--- src/rtl/spi_master.sv ---
// spi_master: SPI mode-0 (CPOL=0, CPHA=0) bus initiator. Each accepted word is
// sent as one DATA_W-bit frame, MSB first, while the word returned on miso is
// shifted in and delivered with a one-cycle strobe.
// Ports:
//   clk, rst            system clock, synchronous active-high reset
//   tx_data, tx_valid   word to send and its request flag
//   tx_ready            idle and able to accept a request (state decode)
//   rx_data, rx_valid   last received word and its one-cycle update strobe
//   busy                frame or deselect guard in progress (= !tx_ready)
//   sclk, cs_n, mosi    registered bus outputs
//   miso                serial data from the slave
module spi_master #(
  parameter int unsigned DATA_W  = 8,
  parameter int unsigned CLK_DIV = 4
) (
  input  logic              clk,
  input  logic              rst,
  input  logic [DATA_W-1:0] tx_data,
  input  logic              tx_valid,
  output logic              tx_ready,
  output logic [DATA_W-1:0] rx_data,
  output logic              rx_valid,
  output logic              busy,
  output logic              sclk,
  output logic              cs_n,
  output logic              mosi,
  input  logic              miso
);

  localparam int unsigned CNT_W  = $clog2(CLK_DIV);
  localparam int unsigned EDGE_W = $clog2(2 * DATA_W + 1);

  localparam logic [CNT_W-1:0]  CNT_LOAD  = CNT_W'(CLK_DIV - 1);
  // GAP is one cycle shorter so the following IDLE cycle completes the
  // deselect time and a held request restarts exactly one period later.
  localparam logic [CNT_W-1:0]  GAP_LOAD  = CNT_W'(CLK_DIV - 2);
  localparam logic [EDGE_W-1:0] EDGE_LAST = EDGE_W'(2 * DATA_W);

  localparam logic [2:0] S_IDLE  = 3'd0;
  localparam logic [2:0] S_LEAD  = 3'd1;
  localparam logic [2:0] S_XFER  = 3'd2;
  localparam logic [2:0] S_TRAIL = 3'd3;
  localparam logic [2:0] S_GAP   = 3'd4;

  logic [2:0]        state_q,    state_d;
  logic [CNT_W-1:0]  cnt_q,      cnt_d;
  logic [EDGE_W-1:0] edge_q,     edge_d;
  logic [DATA_W-1:0] tx_sh_q,    tx_sh_d;
  logic [DATA_W-1:0] rx_sh_q,    rx_sh_d;
  logic [DATA_W-1:0] rx_data_q,  rx_data_d;
  logic              rx_valid_q, rx_valid_d;
  logic              sclk_q,     sclk_d;
  logic              cs_n_q,     cs_n_d;
  logic              mosi_q,     mosi_d;
  logic [EDGE_W-1:0] edge_nxt;

  // Handshake flags decode state directly.
  assign tx_ready = (state_q == S_IDLE);
  assign busy     = ~tx_ready;

  assign rx_data  = rx_data_q;
  assign rx_valid = rx_valid_q;
  assign sclk     = sclk_q;
  assign cs_n     = cs_n_q;
  assign mosi     = mosi_q;

  assign edge_nxt = edge_q + EDGE_W'(1);

  // Next-state and next-output logic.
  always_comb begin
    state_d    = state_q;
    cnt_d      = cnt_q;
    edge_d     = edge_q;
    tx_sh_d    = tx_sh_q;
    rx_sh_d    = rx_sh_q;
    rx_data_d  = rx_data_q;
    rx_valid_d = 1'b0;
    sclk_d     = sclk_q;
    cs_n_d     = cs_n_q;
    mosi_d     = mosi_q;

    case (state_q)
      S_IDLE: begin
        if (tx_valid) begin
          state_d = S_LEAD;
          cnt_d   = CNT_LOAD;
          edge_d  = '0;
          tx_sh_d = tx_data;
          rx_sh_d = '0;
          cs_n_d  = 1'b0;
          mosi_d  = tx_data[DATA_W-1];
        end
      end

      // LEAD ends with the first sclk toggle, so both states share the
      // toggle logic; sclk is low throughout LEAD.
      S_LEAD, S_XFER: begin
        if (cnt_q != '0) begin
          cnt_d = cnt_q - CNT_W'(1);
        end else begin
          cnt_d   = CNT_LOAD;
          sclk_d  = ~sclk_q;
          edge_d  = edge_nxt;
          state_d = (edge_nxt == EDGE_LAST) ? S_TRAIL : S_XFER;
          if (!sclk_q) begin
            rx_sh_d = {rx_sh_q[DATA_W-2:0], miso};
          end else if (edge_nxt != EDGE_LAST) begin
            tx_sh_d = tx_sh_q << 1;
            mosi_d  = tx_sh_q[DATA_W-2];
          end
        end
      end

      S_TRAIL: begin
        if (cnt_q != '0) begin
          cnt_d = cnt_q - CNT_W'(1);
        end else begin
          state_d    = S_GAP;
          cnt_d      = GAP_LOAD;
          cs_n_d     = 1'b1;
          mosi_d     = 1'b0;
          rx_data_d  = rx_sh_q;
          rx_valid_d = 1'b1;
        end
      end

      S_GAP: begin
        if (cnt_q != '0) begin
          cnt_d = cnt_q - CNT_W'(1);
        end else begin
          state_d = S_IDLE;
        end
      end

      default: begin
        state_d = S_IDLE;
        cs_n_d  = 1'b1;
        sclk_d  = 1'b0;
        mosi_d  = 1'b0;
      end
    endcase
  end

  // State and output registers; reset drops any frame in flight.
  always_ff @(posedge clk) begin
    if (rst) begin
      state_q    <= S_IDLE;
      cnt_q      <= '0;
      edge_q     <= '0;
      tx_sh_q    <= '0;
      rx_sh_q    <= '0;
      rx_data_q  <= '0;
      rx_valid_q <= 1'b0;
      sclk_q     <= 1'b0;
      cs_n_q     <= 1'b1;
      mosi_q     <= 1'b0;
    end else begin
      state_q    <= state_d;
      cnt_q      <= cnt_d;
      edge_q     <= edge_d;
      tx_sh_q    <= tx_sh_d;
      rx_sh_q    <= rx_sh_d;
      rx_data_q  <= rx_data_d;
      rx_valid_q <= rx_valid_d;
      sclk_q     <= sclk_d;
      cs_n_q     <= cs_n_d;
      mosi_q     <= mosi_d;
    end
  end

endmodule

--- config.mk ---
export PLATFORM = sky130hd
export DESIGN_NAME = spi_master
export DESIGN_NICKNAME = d
export VERILOG_FILES = /design/src/rtl/spi_master.sv
export SDC_FILE = /design/constraint.sdc
export NUM_CORES = 1
export LEC_CHECK = 0
export ABC_AREA = 1
export BUFFER_PORTS_ARGS = -buffer_cell sky130_fd_sc_hd__clkbuf_2
export CAP_MARGIN = 40
export CORE_ASPECT_RATIO = 0.6
export CORE_UTILIZATION = 56
export CTS_CLUSTER_DIAMETER = 50
export DETAILED_ROUTE_END_ITERATION = 12
export PLACE_DENSITY = 0.89
export SYNTH_ARGS = -nofsm -noshare
export SYNTH_HDL_FRONTEND = slang
export SYNTH_SLANG_ARGS = --single-unit
export TNS_END_PERCENT = 20
--- constraint.sdc ---
create_clock -name clk -period 2.1 [get_ports clk]
set_clock_uncertainty 0.2 [all_clocks]
set_input_delay 0.42 -clock clk [delete_from_list [all_inputs] [get_ports clk]]
set_output_delay 0.42 -clock clk [all_outputs]
set_load 0.1 [all_outputs]
==> metrics.txt <==
status finished clean; PD cells approximately 1500 nW/um^2; worst setup path endpoint busy; R2R cell count 10; netlist area before placement approximately 1900 sq um; register area ~740 sq um; Fmax 0.504 GHz; Leak 1.04 nW; final worst slack 117 ps; Pre-Repair DR Iteration Count 4; Final Setup Violations 0; Layout fillers approximately 240; diodes inserted 0; Worst Path Buf+Inv 1; Setup crit start kind flip-flop; Final min period 1980 ps; Hold Path Class in -> reg; Slew HR approximately 64%; Max Slew Vio Count 0; Pint about 1.7 mW; pre-CTS setup slack ~320 ps; hold_ws about 150 ps; critical path's largest stage delay around 360 ps; Starting Density approximately 62%; Num Clock Sinks 37; post-CTS setup buffer count 0; Die X 76.8 um; Worst Tran Pin Value approximately 540 ps; Core ar. 3020 sq um; Post-route DRC 0; Seq/Total Area, Yosys around two fifths; combined area of the multi-input logic cells between 900 and 1000 sq um; I/O Buffers 25; first-pass GRT wire length between 6 and 7 mm; Die ar. roughly 3600 sq um; critical path, cell by cell nor2_2 > nand2_4 > buf_2; share of cells above drive strength 1 20.0%; vias per cell 4.98; Inst Count DP 339; # hold bufs at CTS 0; Final Non-Filler Cells around 350; CTS H-Tree Depth 2; RSZ-0062 raised after global routing false; CP Max Fanout 4; cells resized by post-CTS repair 0; Die H 46.9 um; Overflow after GRT 0; Worst R2R Start edge_q[0]; Worst path slowest cell dfxtp_1; critical path type reg -> out; CP endpoint kind output port; most common cell after layout, fill and taps aside nand2_1; clock network power share 19.1%; Syn-to-layout area delta 15.8%; Max Cap Viol 0; worst r2r dst tx_sh_q[1]; Stages on worst setup path 3; GRT Overall Usage between 20% and 30%; # nets final 320; initial antenna violation count 0; I/O Pins 26; commonest cells after routing, fill and taps aside nand2_1 (88), inv_1 (39), dfxtp_1 (37); cells after synthesis between 200 and 300; root buffer cell clkbuf_8; Final Cycle Share a little over nine tenths; largest net degree at the start of global routing 26; min-delay src miso; Gate power share a little over half; HPWL Detailed approximately 2.9 mm; routed length per instance between 10 and 15 um; sequential group share of total power between 20 and 30%; vias in the first global route 1532; CTS tree done; number of core rows 15; total wire length around 4.0 mm; setup TNS 0 ps; Crit path max-delay family simple AND/OR/NAND/NOR gates; Avg Inst Size Synth between 6 and 7 sq um; CTS clk-pin slew, worst paths 80 ps; vias post-DR ~1700; CTS max path bufs 2; Final Total Pwr about 3.3 mW; Yosys reg bits 37; Net Sw Frac 48.5%; Initial DRC Count 120; Skew-Pair Late Insertion Delay roughly 300 ps; Worst VDD drop ~0.00088 V; post-synth cell types 27; crit path from state_q[0]; arrival time worst endpoint 1360 ps; Placer Congestion about 0.90; Routed Antenna Nets 0; CTS buffer count 5; Hold Vio Cnt, Final 0; Synth Net Count ~290; Syn. warnings 0; reg-to-reg slack, setup between 200 and 300 ps; Net Switching 1.61 mW; Worst EP required 1480 ps
## sequential cells by signal, indices dropped and copies added (netlist names)
name      count
rx_data       8
mosi          1
rx_valid      1
tx_sh_q       7
sclk          1
cs_n          1
edge_q        5
state_q       3
rx_sh_q       8
cnt_q         2
## power groups by stage
stage / Combinational, mW / Sequential, mW / Clock (mW)
2_1_floorplan: 1.25 / 1.08 / 0
3_3_place_gp: 1.69 / 0.942 / 0
3_5_place_dp: 1.72 / 0.949 / 0
4_1_cts: 1.73 / 0.935 / 0.631
5_1_grt: 1.92 / 0.952 / 0.666
6_report: 1.74 / 0.937 / 0.632
## per-stage QoR
step / cell area (sq um) / utilization [%]
3_5_place_dp: 2060 / 68.2
2_1_floorplan: 1890 / -
5_1_grt: 2180 / 72.0
6_report: 2180 / 72.0
3_3_place_gp: 2060 / 68.2
4_1_cts: 2180 / 72.0
## synthesized netlist by cell type
| master | count | share of area (%) |
|---|---|---|
| nand3_4 | 1 | 0.93 |
| nor2_4 | 2 | 1.2 |
| a21oi_2 | 1 | 0.47 |
| clkbuf_1 | 4 | 0.80 |
| ha_1 | 4 | 2.7 |
| buf_6 | 2 | 1.2 |
| xnor2_1 | 1 | 0.47 |
| dfxtp_1 | 37 | 39 |
| o21ai_0 | 6 | 1.6 |
| nor2_2 | 9 | 3.0 |
| inv_2 | 2 | 0.40 |
| inv_1 | 40 | 8.0 |
| o21ai_1 | 2 | 0.53 |
| nand2_4 | 1 | 0.60 |
| a21oi_1 | 25 | 6.7 |
| nor2_1 | 13 | 2.6 |
| nor3_1 | 1 | 0.27 |
| nand3_1 | 15 | 4.0 |
| nand2_1 | 89 | 18 |
| nand3b_1 | 1 | 0.40 |
| a31oi_1 | 1 | 0.33 |
| buf_2 | 3 | 0.80 |
| buf_4 | 1 | 0.40 |
| nand2_2 | 4 | 1.3 |
| nand4_1 | 10 | 3.3 |
| o21ai_2 | 1 | 0.47 |
| o211ai_1 | 1 | 0.40 |
## worst min-delay path: cells and delay by family
family          cells  cell delay [ps]
compound gates      1               50
buf+inv             1               80
simple gates        1               50
## cell families (layout without fill, tap and decap cells)
family | Yosys count | after routing | share of synthesized area, %
and+or+nand+nor | 146 | 146 | 35.4
buffers and inverters | 52 | 80 | 11.6
AOI/OAI and AO/OA | 37 | 37 | 10.5
DFF | 37 | 37 | 39.4
adders and majority gates | 4 | 4 | 2.66
xor gates and xnor gates | 1 | 1 | 0.466
## area by class of cell
type                       instances  area share [%]
inverter                          42            7.42
clock inverter                     3            2.13
sequential                        37            34.0
clock buffer                       5            3.16
timing repair buffer              30            8.17
tap                               42            2.42
multi-input combinational        188            42.7
## metal layers
layer	global-route usage, %	part of all wire, %
met4	8.08	0.97
met1	32.6	51
met2	40.5	42
met5	0	0
met3	5.24	5.4
## worst min-delay path by stage
| stage | to | cells after the start | slack [ps] |
|---|---|---|---|
| 2_1_floorplan | edge_q[4] | 2 | 250 |
| 3_3_place_gp | rx_data[5] | 2 | 250 |
| 3_5_place_dp | rx_data[6] | 2 | 250 |
| 4_1_cts | rx_sh_q[0] | 3 | 150 |
| 5_1_grt | rx_sh_q[0] | 3 | 190 |
| 6_report | rx_sh_q[0] | 3 | 150 |
Power figures use the tool's default switching activity.
